$ cat config.mk
export PLATFORM = sky130hd
export DESIGN_NAME = fetch
export DESIGN_NICKNAME = d
export VERILOG_FILES = /design/src/rtl/fetch.sv
export SDC_FILE = /design/constraint.sdc
export NUM_CORES = 1
export LEC_CHECK = 0
export ABC_AREA = 1
export CAP_MARGIN = 15
export CELL_PAD_IN_SITES_DETAIL_PLACEMENT = 1
export CELL_PAD_IN_SITES_GLOBAL_PLACEMENT = 1
export CORE_MARGIN = 2
export CORE_UTILIZATION = 33
export DETAILED_ROUTE_END_ITERATION = 6
export GPL_TIMING_DRIVEN = 0
export PLACE_DENSITY_LB_ADDON = 0.1
export SKIP_CTS_REPAIR_TIMING = 1
export SYNTH_ARGS = -nofsm -noshare
export SYNTH_HDL_FRONTEND = slang
export SYNTH_SLANG_ARGS = --single-unit
$ cat constraint.sdc
create_clock -name clk -period 1.9 [get_ports clk]
set_input_delay 0.38 -clock clk [delete_from_list [all_inputs] [get_ports clk]]
set_output_delay 0.38 -clock clk [all_outputs]
set_load 0.1 [all_outputs]
$ cat src/rtl/fetch.sv
// Instruction-fetch stage: owns the PC, keeps one read outstanding to instruction
// memory, and feeds the IF/ID register with stall hold buffer and redirect squash.
module fetch #(
    parameter logic [31:0] RESET_PC  = 32'h0000_0000,
    parameter logic [31:0] NOP_INSTR = 32'h0000_0013
) (
    input  logic        clk,
    input  logic        rst,
    input  logic        pc_next_sel,
    input  logic [31:0] branch_jump_addr,
    input  logic        stall_IF,
    output logic        imem_req,
    output logic [31:0] imem_addr,
    input  logic        imem_gnt,
    input  logic        imem_rvalid,
    input  logic [31:0] imem_rdata,
    output logic        valid_ID,
    output logic [31:0] instr_ID,
    output logic [31:0] pc_ID,
    output logic [31:0] pcPlus4_ID
);
    typedef enum logic [1:0] {S_FETCH, S_WAIT, S_DROP} state_t;

    state_t      r_state, w_state_nxt;
    logic [31:0] r_pc, r_req_pc, w_pc_nxt, w_target;
    logic        r_hold_valid;
    logic [31:0] r_hold_instr, r_hold_pc;
    logic        r_valid;
    logic [31:0] r_instr, r_pc_id, r_pcp4;
    logic        w_ret, w_accept;

    assign w_target  = {branch_jump_addr[31:2], 2'b00};
    assign w_ret     = (r_state == S_WAIT) && imem_rvalid;
    // A new request may overlap the returning one only if that data can go straight to IF/ID.
    assign imem_req  = !rst && !pc_next_sel &&
                       (((r_state == S_FETCH) && !r_hold_valid) || (w_ret && !stall_IF));
    assign w_accept  = imem_req && imem_gnt;
    assign imem_addr = r_pc;

    assign valid_ID   = r_valid;
    assign instr_ID   = r_valid ? r_instr : NOP_INSTR;
    assign pc_ID      = r_pc_id;
    assign pcPlus4_ID = r_pcp4;

    always_comb begin
        w_state_nxt = r_state;
        w_pc_nxt    = r_pc;
        if (pc_next_sel)
            w_pc_nxt = w_target;
        else if (w_accept)
            w_pc_nxt = r_pc + 32'd4;
        case (r_state)
            S_FETCH: if (w_accept) w_state_nxt = S_WAIT;
            S_WAIT: begin
                if (imem_rvalid)
                    w_state_nxt = w_accept ? S_WAIT : S_FETCH;
                else if (pc_next_sel)
                    w_state_nxt = S_DROP;
            end
            S_DROP: if (imem_rvalid) w_state_nxt = S_FETCH;
            default: w_state_nxt = S_FETCH;
        endcase
    end

    always_ff @(posedge clk) begin
        if (rst) begin
            r_state      <= S_FETCH;
            r_pc         <= RESET_PC;
            r_req_pc     <= 32'd0;
            r_hold_valid <= 1'b0;
            r_hold_instr <= 32'd0;
            r_hold_pc    <= 32'd0;
            r_valid      <= 1'b0;
            r_instr      <= NOP_INSTR;
            r_pc_id      <= 32'd0;
            r_pcp4       <= 32'd0;
        end else begin
            r_state <= w_state_nxt;
            r_pc    <= w_pc_nxt;
            if (w_accept)
                r_req_pc <= r_pc;

            if (pc_next_sel) begin
                r_hold_valid <= 1'b0;
            end else if (w_ret && stall_IF) begin
                r_hold_valid <= 1'b1;
                r_hold_instr <= imem_rdata;
                r_hold_pc    <= r_req_pc;
            end else if (!stall_IF) begin
                r_hold_valid <= 1'b0;
            end

            // Flush beats stall; the hold buffer drains before any fresh return.
            if (pc_next_sel) begin
                r_valid <= 1'b0;
            end else if (!stall_IF) begin
                if (r_hold_valid) begin
                    r_valid <= 1'b1;
                    r_instr <= r_hold_instr;
                    r_pc_id <= r_hold_pc;
                    r_pcp4  <= r_hold_pc + 32'd4;
                end else if (w_ret) begin
                    r_valid <= 1'b1;
                    r_instr <= imem_rdata;
                    r_pc_id <= r_req_pc;
                    r_pcp4  <= r_req_pc + 32'd4;
                end else begin
                    r_valid <= 1'b0;
                end
            end
        end
    end
endmodule

==> flow_summary.yaml <==
outcome:
  status: "finished with violations"
  failed_checks: "setup timing"
hold_path:
  worstHoldEndpoint: "r_hold_instr[24]"
  hold_class: "primary input to flop"
  worstHoldPathCells: 3
  min_from: "imem_rdata[24]"
clock_network:
  clock_sinks: 218
  cts_root_buffer: "clkbuf_16"
  clk_latency_ns: 0.54
  htree_levels: 1
  cts_buffers: 26
  clk_pin_slew_ns: 0.06
  cts_max_path_buffers: 3
  cts_tree: "done"
die:
  die_area_um2: 33090
  row_count: 65
  pin_count: 200
  initial_core_util_pct: 33.27
  fp.dieH_um: 181.9
  core_um2: 31390
  die_w_um: 181.9
critical_path:
  reg2reg_depth: 14
  regToRegEndpoint: "pcPlus4_ID[18]"
  crit_path_end_kind: "output port"
  cp.required_ns: 1.52
  startpoint_type: "flop"
  path_cells: "inv_2 > nor2_2 > nand2_2 > o21ai_2 > nand2_1 > inv_2 > buf_12"
  cpLargestDelayFamily: "flip-flops"
  crit-reg2reg-launch: "r_hold_valid"
  cp_data_arrival_time_ns: 1.71
  reg2reg_slack_ns: -0.12
  timing.critical_path.mode_cell: "inv_2"
  crit_buf_inv: 3
  crit_path_max_incr_delay_ns: 0.34
  worst_path_max_delay_cell: "dfxtp_1"
  crit_type: "flop to output port"
  crit_fanout: 4
sta:
  slew_violations: 0
  grt_setup_unrepaired: "true"
  fmax_ghz: 0.4779
  tightest_slew_ns: 0.9357
  clock_skew_ns: 0.009229
  tns_ns: -0.7958
  relSlewSlack_pct: 37.62
  setup_viol: 13
  hold_viol: 0
  hold_ws_ns: 0.4351
  period_minus_slack_ns: 2.092
  fin_crit_sh_pct: 110.1
  layout_setup_ws_ns: -0.1923
yosys:
  syn-mean-instance-area_um2: 6.686
  synth.area.top_cells: "dfxtp_1 42%, nand2_1 15%, o21ai_0 7.7%, nor2_1 6.3%, inv_1 6.1%"
  synth_area_um2: 10440
  synth_warnings: 0
  synth_top_area_cell: "dfxtp_1"
  synth_cells: 1562
  synth_top_area_share_pct: 41.79
  synth_seq_area_share_pct: 41.79
  ys_types: 40
  synth_seq_cells: 218
cells_and_area:
  final_common_cell: "nand2_1"
  fin_area_um2: 14530
  fillCellCount: 3982
  fin_cells: 2243
  fin_nets: 1894
  antenna_cells: 0
  post-route-util_pct: 46.29
  area_growth_pct: 39.13
  final_cell_mix: "366 x nand2_1, 188 x dfxtp_1, 153 x o21ai_0, 151 x nor2_1, 149 x inv_1"
  drive_gt1_share_pct: 24.82
power_and_ir_drop:
  sequentialPowerShare_pct: 44.5
  sw_frac_of_total_pct: 27.82
  p_leak_nw: 6.464
  comb_power_share_pct: 11.6
  clkPwrFrac_pct: 43.9
  internal_power_mw: 7.755
  p_switching_mw: 2.989
  fin_total_pwr_mw: 10.74
  power_density_nw_per_um2: 739.4
  ir_worst_vdd_mv: 0.5610
global_routing:
  grt_start_max_net_pins: 14
  grt.overflow.total: 0
  grt_pass1_wl_um: 63110
  grt_pass1_vias: 11327
  grt_util_all_layers_pct: 24.16
  antenna_found_initial: 0
place:
  place_inst: 2159
  placed_cell_area_um2: 12950
  gp_congestion: 0.8673
  dp.final_hpwl_um: 30410
  place_ws_ns: -1.411
  portBuffers: 190
flow_run:
  cap_violations: 0
route:
  firstDrtPassIters: 4
  drt_iter0_drc: 513
  postRouteAntennaNets: 0
  drc: 0
  totalWireLength_um: 41020
  dr_total_vias: 11127
  viasPerCell: 4.961
  wire_per_inst_um: 18.29
synth_stat cells:
library cell and n:
nand2_1 412, dfxtp_1 218, nor2_1 174, inv_1 170
o21ai_0 160, a21oi_1 113, nand3_1 60, clkbuf_1 49
a31oi_1 35, buf_2 27, xor2_1 12, xnor2_1 11
nand4_1 9, nor3_1 9, buf_1 8, inv_2 8
nor2_2 8, buf_4 7, o21ai_1 7, a211oi_1 6
buf_6 6, nand2_2 6, nand3b_1 6, o21bai_1 6
a22oi_1 5, nor2_4 5, o21a_1 4, or2_2 4
o21ai_2 3, o311ai_0 3, ha_1 2, a21boi_0 1
clkinv_1 1, conb_1 1, mux2i_1 1, nand3_2 1
nor3_2 1, nor3b_1 1, o211a_1 1, o211ai_1 1
power by group through the flow:
stage                     sequential [mW]  combinational [mW]  clock [mW]
final                                4.78                1.25        4.71
after CTS                            4.78                1.23        4.82
after global routing                 4.79                1.34        5.00
after detailed placement             4.88                1.23           0
after floorplan                      5.17               0.455           0
after global placement               4.87                1.21           0
final cells by class:
type | count | area, um2 | share of cell area (%)
clock inverter | 5 | 38.79 | 0.2669
timing repair buffer | 229 | 1976 | 13.60
clock buffer | 42 | 760.7 | 5.236
inverter | 179 | 718.2 | 4.943
sequential | 218 | 4412 | 30.36
tap | 402 | 503.0 | 3.462
buffer | 95 | 635.6 | 4.374
multi-input combinational | 1073 | 5487 | 37.76
worst min-delay path, cell delays in order:
cell and delay (ns):
clkdlybuf4s50_1 0.42, inv_1 0.06, a21oi_1 0.05
registers in the layout, summed over array words and instances, names as in the netlist:
signal,cells
r_instr,32
r_hold_pc,30
pcPlus4_ID,30
valid_ID,1
r_hold_instr,32
pc_ID,30
r_hold_valid,1
imem_addr,30
r_req_pc,30
r_state,2
kinds of logic (layout without fill, tap and decap cells):
kind of cell	Yosys count	count (layout)	share of synthesized area [%]
DFF	218	218	41.79
and+or+nand+nor	696	696	27.22
muxes	1	1	0.09585
buffers and inverters	276	550	10.93
adders and majority gates	2	2	0.2396
AOI/OAI and AO/OA	345	345	17.77
xor gates and xnor gates	23	23	1.929
other	1	6	0.03591
how the worst max path moves through the flow:
stage / startpoint / end / slack [ns] / cells after the start
2_1_floorplan: imem_addr[4] / imem_addr[31] / 0.01 / 9
3_3_place_gp: rst / pcPlus4_ID[15] / -1.35 / 7
3_5_place_dp: rst / imem_addr[2] / -1.41 / 7
4_1_cts: r_state[0] / imem_req / -1.25 / 7
5_1_grt: r_state[0] / imem_req / -0.25 / 7
6_report: r_state[0] / imem_req / -0.19 / 7
routing by layer:
| metal | wire length (um) | track usage (%) | vias to the layer above |
|---|---|---|---|
| met5 | 0 | 0 | - |
| met4 | 1049 | 6.742 | 0 |
| met3 | 1344 | 2.467 | 59 |
| met2 | 20020 | 42.68 | 204 |
| met1 | 18610 | 31.32 | 5375 |
| li1 | - | - | 5489 |
(Power assumes the default switching activity.)
